File: src/rtl/sense_rate_controller.sv
// Sense-rate lock controller: times intervals between filtered edges, classifies
// them good/bad from filter violations, and tracks acquire/lock/loss of the sensed rate.
package clks_alot_p;
  localparam int COUNTER_WIDTH = 8;

  typedef struct packed {
    logic [COUNTER_WIDTH-1:0] max_half;
    logic [COUNTER_WIDTH-1:0] min_half;
  } half_rate_limits_s;
endpackage

module sense_rate_controller #(
  parameter int COUNTER_WIDTH = clks_alot_p::COUNTER_WIDTH,
  parameter int LOCK_COUNT    = 4,
  parameter int LOSS_COUNT    = 2
) (
  input  logic                           clk_i,
  input  logic                           rst_n_i,
  input  logic                           enable_i,
  input  logic                           cfg_valid_i,
  output logic                           cfg_ready_o,
  input  clks_alot_p::half_rate_limits_s cfg_limits_i,
  input  logic                           cfg_polarity_en_i,
  input  logic                           cfg_polarity_i,
  output clks_alot_p::half_rate_limits_s filter_limits_o,
  output logic                           filter_polarity_en_o,
  output logic                           filter_polarity_o,
  output logic [COUNTER_WIDTH-1:0]       rate_counter_o,
  input  logic                           filtered_event_i,
  input  logic                           over_violation_i,
  input  logic                           under_violation_i,
  output logic [COUNTER_WIDTH-1:0]       half_period_o,
  output logic                           half_period_valid_o,
  output logic                           locked_o,
  output logic                           lost_o,
  output logic [1:0]                     state_o
);

  // state    | meaning
  // IDLE     | disabled, everything held clear
  // ACQUIRE  | aligning, then counting consecutive good intervals
  // LOCKED   | rate tracked, counting consecutive bad intervals
  // LOST     | one-cycle loss notification, then back to ACQUIRE
  typedef enum logic [1:0] {
    ST_IDLE    = 2'd0,
    ST_ACQUIRE = 2'd1,
    ST_LOCKED  = 2'd2,
    ST_LOST    = 2'd3
  } state_e;

  localparam logic [3:0] LP_LOCK = 4'(LOCK_COUNT);
  localparam logic [3:0] LP_LOSS = 4'(LOSS_COUNT);

  state_e                         r_state, w_state_nxt;
  logic [COUNTER_WIDTH-1:0]       r_cnt, w_cnt_nxt;
  logic [3:0]                     r_good, w_good_nxt;
  logic [3:0]                     r_bad, w_bad_nxt;
  logic                           r_sticky, w_sticky_nxt;
  logic                           r_align, w_align_nxt;
  logic [COUNTER_WIDTH-1:0]       r_half;
  logic                           r_half_valid;
  clks_alot_p::half_rate_limits_s r_limits;
  logic                           r_pol_en;
  logic                           r_pol;

  logic w_cfg_ready;
  logic w_xfer;
  logic w_viol;
  logic w_close;
  logic w_good_iv;
  logic w_meas;

  assign w_cfg_ready = (r_state == ST_IDLE) || (r_state == ST_ACQUIRE);
  assign w_xfer      = cfg_valid_i && w_cfg_ready;
  assign w_viol      = over_violation_i | under_violation_i;

  always_ff @(posedge clk_i or negedge rst_n_i) begin
    if (!rst_n_i) begin
      r_state      <= ST_IDLE;
      r_cnt        <= '0;
      r_good       <= '0;
      r_bad        <= '0;
      r_sticky     <= 1'b0;
      r_align      <= 1'b1;
      r_half       <= '0;
      r_half_valid <= 1'b0;
      r_limits     <= '0;
      r_pol_en     <= 1'b0;
      r_pol        <= 1'b0;
    end else begin
      r_state      <= w_state_nxt;
      r_cnt        <= w_cnt_nxt;
      r_good       <= w_good_nxt;
      r_bad        <= w_bad_nxt;
      r_sticky     <= w_sticky_nxt;
      r_align      <= w_align_nxt;
      r_half_valid <= w_meas;
      if (w_meas) r_half <= r_cnt;
      if (w_xfer) begin
        r_limits <= cfg_limits_i;
        r_pol_en <= cfg_polarity_en_i;
        r_pol    <= cfg_polarity_i;
      end
    end
  end

  always_comb begin
    w_state_nxt  = r_state;
    w_cnt_nxt    = r_cnt;
    w_good_nxt   = r_good;
    w_bad_nxt    = r_bad;
    w_sticky_nxt = r_sticky;
    w_align_nxt  = r_align;
    w_close      = 1'b0;
    w_good_iv    = 1'b0;
    w_meas       = 1'b0;

    if (!enable_i || (r_state == ST_IDLE)) begin
      w_state_nxt  = enable_i ? ST_ACQUIRE : ST_IDLE;
      w_cnt_nxt    = '0;
      w_good_nxt   = '0;
      w_bad_nxt    = '0;
      w_sticky_nxt = 1'b0;
      w_align_nxt  = 1'b1;
    end else if (w_xfer) begin
      // new filter settings invalidate the current interval, so restart cleanly
      w_cnt_nxt    = '0;
      w_good_nxt   = '0;
      w_bad_nxt    = '0;
      w_sticky_nxt = 1'b0;
      w_align_nxt  = 1'b1;
    end else begin
      if (filtered_event_i) begin
        w_meas       = 1'b1;
        w_close      = 1'b1;
        w_good_iv    = !(r_sticky || w_viol);
        w_cnt_nxt    = '0;
        w_sticky_nxt = 1'b0;
      end else if (&r_cnt) begin
        w_close      = 1'b1;
        w_cnt_nxt    = '0;
        w_sticky_nxt = 1'b0;
      end else begin
        w_cnt_nxt    = r_cnt + 1'b1;
        w_sticky_nxt = r_sticky | w_viol;
      end

      case (r_state)
        ST_ACQUIRE: begin
          if (w_close) begin
            if (r_align && filtered_event_i) begin
              w_align_nxt = 1'b0;
            end else if (w_good_iv) begin
              w_good_nxt = r_good + 1'b1;
              if (w_good_nxt == LP_LOCK) begin
                w_state_nxt = ST_LOCKED;
                w_bad_nxt   = '0;
              end
            end else begin
              w_good_nxt = '0;
            end
          end
        end
        ST_LOCKED: begin
          if (w_close) begin
            if (w_good_iv) begin
              w_bad_nxt = '0;
            end else begin
              w_bad_nxt = r_bad + 1'b1;
              if (w_bad_nxt == LP_LOSS) w_state_nxt = ST_LOST;
            end
          end
        end
        ST_LOST: begin
          w_state_nxt = ST_ACQUIRE;
          w_good_nxt  = '0;
          w_bad_nxt   = '0;
          w_align_nxt = 1'b1;
        end
        default: ;
      endcase
    end
  end

  assign cfg_ready_o          = w_cfg_ready;
  assign filter_limits_o      = r_limits;
  assign filter_polarity_en_o = r_pol_en;
  assign filter_polarity_o    = r_pol;
  assign rate_counter_o       = r_cnt;
  assign half_period_o        = r_half;
  assign half_period_valid_o  = r_half_valid;
  assign locked_o             = (r_state == ST_LOCKED);
  assign lost_o               = (r_state == ST_LOST);
  assign state_o              = r_state;

endmodule
File: config.mk
export PLATFORM = sky130hd
export DESIGN_NAME = sense_rate_controller
export DESIGN_NICKNAME = d
export VERILOG_FILES = /design/src/rtl/sense_rate_controller.sv
export SDC_FILE = /design/constraint.sdc
export NUM_CORES = 1
export LEC_CHECK = 0
export BUFFER_PORTS_ARGS = -buffer_cell sky130_fd_sc_hd__buf_2
export CORE_MARGIN = 5
export CORE_UTILIZATION = 51
export DETAILED_ROUTE_END_ITERATION = 8
export PLACE_DENSITY = 0.79
export SYNTH_ARGS = -nofsm -noshare
export SYNTH_HDL_FRONTEND = slang
export SYNTH_SLANG_ARGS = --single-unit
File: constraint.sdc
create_clock -name clk_i -period 2.4 [get_ports clk_i]
set_input_delay 0 -clock clk_i [delete_from_list [all_inputs] [get_ports clk_i]]
set_output_delay 0 -clock clk_i [all_outputs]
set_load 0.03 [all_outputs]
==> reports/metrics.cfg, run 1 <==
[global_route]
antenna_found_initial=0
grt_max_degree=48
grt_pass1_wl_um=7714
grt_pass1_vias=1570
overflow=0
grt_use_total=0.1812

[yosys]
synth-xor-area-share=0.04075
async_flop_share=1.000
yosys_warnings=0
seq_area_frac_synth=0.5477
synth_edf_count=0
synth_compound_area_frac=0.08207
syn_nets=205
ys.flop_type=dfrtp_1
synth.distinct_cells=40
netlist_instances=175
synth_top_family_by_area=multiplexers
syn_avg_cell_area_um2=12.28
synthMuxAreaShare=0.1432
synthAdderAreaFrac=0.02910
yosys.area_share.simple=0.1315
ys_ff_latch=47
synthesis.area_um2=2150

[route]
drt-wirelength-per-cell_um=14.89
wirelength_um=4705
drc=0
drt_iter0_drc=101
num_vias=1638
dr.pass1.iters=4
ant_nets=0
routed_via_density=5.184

[worst_setup_path]
crit-reg2reg-launch=rate_counter_o[0]
cp_slowest_stage_delay_ns=0.45
worst_ep_arrival_time_ns=2.09
critPathCaptureType=register
startpoint=rate_counter_o[0]
start_kind=register
cp.required_ns=2.58
critPathSlowestCell=dfrtp_1
worstPathCellList=ha_1 > nand3_1 > nor2_1 > o31ai_2 > or2_4 > mux2_4
cp_max_fo=7
worstSetupPathType=reg -> reg

[placement]
finalWeightedCongestion=0.8160
io_buffers=64
dp.cells=286
dp_slack_ns=0.5205
hpwl_um=3174

[pwr]
power.density_nw_per_um2=582.7
pwr-share-seq=0.509
comb_power_share=0.147
ir_worst_vdd_uv=405.5
p_leak_nw=1.418
total_power_mw=1.657
power_frac_clock=0.345
p_sw_frac=0.2539
internal_power_mw=1.236
switchingPower_mw=0.4208

[finish]
num-nets-final=295
final_core_util=0.7009
areaGrowthSynthToFinish_pct=32.31
seq_area_um2=1177
n_fill_cell=287
stdcell_count=316
diodes=0
drive_above_1_share=0.4098
multi_input_area_um2=917.1

[timing]
finalHoldViolations=0
rsz0062_at_grt=false
finalSetupTns_ns=0
drv_slew=0
final-setup-viol-count=0
tightest_slew_ns=1.009
timing.fmax_mhz=524.6
worst_slack_ns=0.4937
period_share=0.7943
relSlewSlack=0.3272
finClkSkew_ns=0.004931
fin_crit_ns=1.906

[hold_path]
min_from=cfg_valid_i
hold_path.class=in -> reg

[clock_network]
htreeDepth=2
cts_buffers=5
cts_tree=built
cts.sinks=47
cts_resized=0
cts_root_buf=clkbuf_8
post_cts_buffers=0
cts_buffer_depth=2
clk_pin_slew_ns=0.09
clk_latency_ns=0.30

[floorplan]
dieArea_um2=5613
initial_core_util=0.5298
rows=23
pin_count=65
fp.dieH_um=74.92
die_w_um=74.92
core_um2=4058

[outcome]
outcome=finished, final reports clean

[flow_run]
max_cap_violations=0

-- stage by stage --
stage | area, µm² | hold WS (ns)
2_1_floorplan | 2150 | -0.2956
3_3_place_gp | 2511 | 0.2216
3_5_place_dp | 2511 | 0.2331
4_1_cts | 2844 | 0.02044
5_1_grt | 2844 | 0.04465
6_report | 2844 | 0.02650
-- path summary, 6_finish.rpt --
path | endpoint | slack, ns | depth (start not counted)
hold reg to reg | filter_limits_o[10] | 0.50 | 1
min in group asynchronous | filter_limits_o[10] | 0.42 | 2
hold / removal | state_o[1] | 0.03 | 3
setup / recovery | r_bad[0] | 0.49 | 6
max in group asynchronous | filter_limits_o[15] | 1.36 | 2
setup reg to reg | r_bad[0] | 0.49 | 6
-- layout make-up --
cell class,instances,area share
clock buffers,5,0.02420
clock inverters,3,0.01540
inverters,7,0.009239
multi-input cells,117,0.3225
flip-flops and latches,47,0.4140
well taps,50,0.02200
repair buffers,87,0.1927
-- sequential cells by signal, indices dropped and copies added (netlist names) --
name,count
filter_polarity_en_o,1
half_period_o,8
r_good,4
rate_counter_o,8
r_bad,4
filter_polarity_o,1
r_sticky,1
state_o,2
half_period_valid_o,1
filter_limits_o,16
r_align,1
-- metal layers --
metal,vias up,track usage,wire [µm]
met2,51,0.2969,2201
li1,799,-,-
met3,5,0.05207,444
met5,-,0,0
met1,783,0.2370,2009
met4,0,0.04743,49
-- critical path, delay by kind of cell (launching register included) --
family | cells | cell delay (ns)
AO/OA/AOI/OAI | 1 | 0.33
AND/OR/NAND/NOR | 3 | 0.43
flip-flops | 1 | 0.45
multiplexers | 1 | 0.29
adder cells (fa/ha/maj) | 1 | 0.29
-- Yosys cell counts, drive strengths merged (2+ instances only) --
master / number / share of area
mux2: 27 / 0.14
a21o: 2 / 0.0070
nand4: 2 / 0.0058
dfrtp: 46 / 0.54
or2: 3 / 0.0099
o21ai: 7 / 0.016
xor2: 8 / 0.033
nor3: 3 / 0.0070
buf: 4 / 0.013
o31ai: 5 / 0.020
nand3: 8 / 0.019
a21oi: 2 / 0.0064
xnor2: 2 / 0.0082
and3: 3 / 0.0087
inv: 7 / 0.012
nor2: 13 / 0.023
nor2b: 3 / 0.0087
o32ai: 2 / 0.012
ha: 5 / 0.029
nand2: 11 / 0.019
o41ai: 2 / 0.0082
-- repair_timing --
action,4_1_cts,5_1_grt
hold buffers,22,0
endpoints found under the setup margin,0,0
endpoints found under the hold margin,66,0
-- power groups by stage --
stage	sequential, mW	combinational, mW	clock, mW
2_1_floorplan	0.927	0.0649	0
3_3_place_gp	0.856	0.214	0
3_5_place_dp	0.858	0.216	0
4_1_cts	0.842	0.244	0.589
5_1_grt	0.847	0.261	0.628
6_report	0.843	0.243	0.571
-- placed cells by master (no fill, tap or decap), drive strengths merged, types with 5 or more instances in the layout --
cell type / Yosys / routed
buf: 4 / 65
clkbuf: 0 / 5
dfrtp: 46 / 46
dlygate4sd3: 0 / 22
ha: 5 / 5
inv: 7 / 7
mux2: 27 / 27
nand2: 11 / 11
nand3: 8 / 8
nor2: 13 / 13
o21ai: 7 / 7
o31ai: 5 / 5
xor2: 8 / 8
-- cells by family (layout without fill, tap and decap cells) --
group,Yosys count,count (layout)
AOI/OAI and AO/OA,23,23
xor gates and xnor gates,10,10
muxes,27,27
DFF,47,47
and+or+nand+nor,52,52
adders and majority gates,5,5
buffers and inverters,11,102
Power figures use the tool's default switching activity.
==> inputs of run 2 (changes only) <==
Settings changed: CORE_UTILIZATION 51 to 46, PLACE_DENSITY 0.79 to 0.75.
Clock period 2.4 ns to 1.68 ns, I/O delays scaled along.
==> run 2 against run 1 <==
  * The run now ends with setup timing left
  * Setup slack lost 0.56 ns
  * Combinational power grew 56%
  * Critical path depth shrank 1
  * Maximum frequency grew 9.4%
  * Register-to-register slack lost 0.56 ns
  * Cell area grew 10%
  * Sequential share of layout area shrank 3.6 points
  * Global-route usage shrank 0.76 points
  * Clock-buffer cell count grew 1
  * First-iteration DRC count shrank 54%
  * Cell count grew 7.6%
  * Routed wire length grew 6.4%
  * Critical path type unchanged
  * Largest cell class unchanged
==> reports/metrics.cfg, run 2 (same netlist as run 1, synthesis figures left out) <==
[global_route]
top_usage_layer=met2
grt_pass1_vias=1796  ; +14%
grt_pass1_wl_um=8645  ; +12%
overflow=0  ; unchanged
grt_util_met2=0.2783  ; -0.01865
grt.met3_usage=0.04233  ; -0.009735
met1_usage=0.2412  ; +0.004171
antenna_found_initial=0  ; unchanged
grt_use_total=0.1736  ; -0.007584
grt_max_degree=30  ; -38%

[worst_setup_path]
start_kind=register
worst_ep_arrival_time_ns=1.93  ; -0.16 ns
worstPathCellList=nor4b_4 > and3_4 > a21boi_4 > or2_4 > mux2_4
cp_max_fo=4  ; -3
critPathCaptureType=register
cp_slowest_stage_delay_ns=0.41  ; -0.04 ns
r2r_slack_ns=-0.06  ; -0.56 ns
cp.required_ns=1.87  ; -0.71 ns
worstSetupPathType=reg -> reg
critPathSlowestCell=dfrtp_1

[route]
drc=0  ; unchanged
wirelength_um=5007  ; +6.4%
num_vias=1729  ; +5.6%
routed_via_density=5.085  ; -1.9%
drt_iter0_drc=46  ; -54%
ant_nets=0  ; unchanged
drt-wirelength-per-cell_um=14.73  ; -1.1%
dr.pass1.iters=4  ; unchanged

[timing]
finalSetupTns_ns=-0.07929  ; -0.07929 ns
period_share=1.037  ; +0.2429
worst_slack_ns=-0.06258  ; -0.5562 ns
timing.fmax_mhz=573.9  ; +9.4%
finClkSkew_ns=0.006564  ; +0.001633 ns
fin_crit_ns=1.743  ; -0.1638 ns
tightest_slew_ns=0.4734  ; -0.5358 ns
relSlewSlack=0.6844  ; +0.3572
rsz0062_at_grt=true
final-setup-viol-count=2  ; +2
hold-worst-slack_ns=0.03237  ; +0.005871 ns
drv_slew=0  ; unchanged
finalHoldViolations=0  ; unchanged

[finish]
areaGrowthSynthToFinish_pct=45.63
diodes=0  ; unchanged
final_cell_mix=buf_2, dfrtp_1, mux2_2
num-nets-final=317  ; +7.5%
seq_area_um2=1182  ; +0.42%
n_fill_cell=314  ; +9.4%
multi_input_area_um2=973.4  ; +6.1%
drive_above_1_share=0.5000  ; +0.09023
layout_commonest_cell=buf_2
largest_reg_flops=16  ; unchanged
stdcell_count=340  ; +7.6%
final_core_util=0.7044  ; +0.003498

[placement]
hpwl_um=3441  ; +8.4%
io_buffers=64  ; unchanged
finalWeightedCongestion=0.8231  ; +0.87%
dp.cells=309  ; +8.0%
dp_slack_ns=-0.04809  ; -0.5686 ns

[clock_network]
clk_pin_slew_ns=0.09  ; about the same
cts.sinks=47  ; unchanged
cts_buffer_depth=2  ; unchanged
htreeDepth=2  ; unchanged
cts_tree=built
clk_latency_ns=0.29  ; about the same
cts_buffers=5  ; unchanged
cts_root_buf=clkbuf_8

[floorplan]
die_w_um=78.36  ; +4.6%
pin_count=65  ; unchanged
dieArea_um2=6140  ; +9.4%
fp.dieH_um=78.36  ; +4.6%
rows=24  ; +4.3%
core_um2=4444  ; +9.5%
initial_core_util=0.4837  ; -0.04609

[outcome]
violations=setup timing
outcome=finished, violations left

[flow_run]
max_cap_violations=0  ; unchanged

[pwr]
p_leak_nw=1.555  ; +9.7%
ir_worst_vdd_uv=443.6  ; +9.4%
power.density_nw_per_um2=812.8  ; +39%

[hold_path]
hold_path.class=in -> reg

## run 2: metal layers
layer	part of all wire	up-vias
li1	-	838
met1	0.45	826
met2	0.46	59
met3	0.077	6
met4	0.0084	0
met5	0	-
## run 2: stage by stage
stage / power (mW) / cell area [µm²]
after global routing: 2.654 / 3131
after CTS: 2.571 / 3083
final: 2.545 / 3131
after floorplan: 1.418 / 2172
after global placement: 1.549 / 2728
after detailed placement: 1.559 / 2728
## run 2: final cells by class
type	count	area share
Clock inverter	2	0.01918
Tap cell	52	0.02078
Sequential cell	47	0.3777
Multi-Input combinational cell	117	0.3110
Timing Repair Buffer	109	0.2398
Inverter	7	0.008393
Clock buffer	6	0.02318
## run 2: power breakdown
group	leakage, nW	switching [mW]	internal (mW)
clock network	0.0654	0.370	0.595
registers	0.603	0.0227	1.18
logic	0.887	0.213	0.165
## run 2: final timing paths
kind	cells past startpoint	to	from
min in group asynchronous	2	half_period_o[5]	rst_n_i
hold / removal	3	state_o[1]	enable_i
max in group asynchronous	3	filter_limits_o[0]	rst_n_i
setup reg to reg	5	r_bad[0]	r_sticky
setup / recovery	5	r_bad[0]	r_sticky
hold reg to reg	1	filter_limits_o[3]	filter_limits_o[3]
## run 2: critical path, delay by kind of cell (launching register included)
family	cells	cell delay [ns]
and+or+nand+nor	3	0.87
DFF	1	0.41
muxes	1	0.30
AOI/OAI and AO/OA	1	0.06
## run 2: what timing repair did
action,4_1_cts,5_1_grt
hold endpoints to repair,38,0
pin swaps,2,1
buffers inserted,0,1
hold buffers,22,0
resized for setup,1,7
setup endpoints to repair,2,9
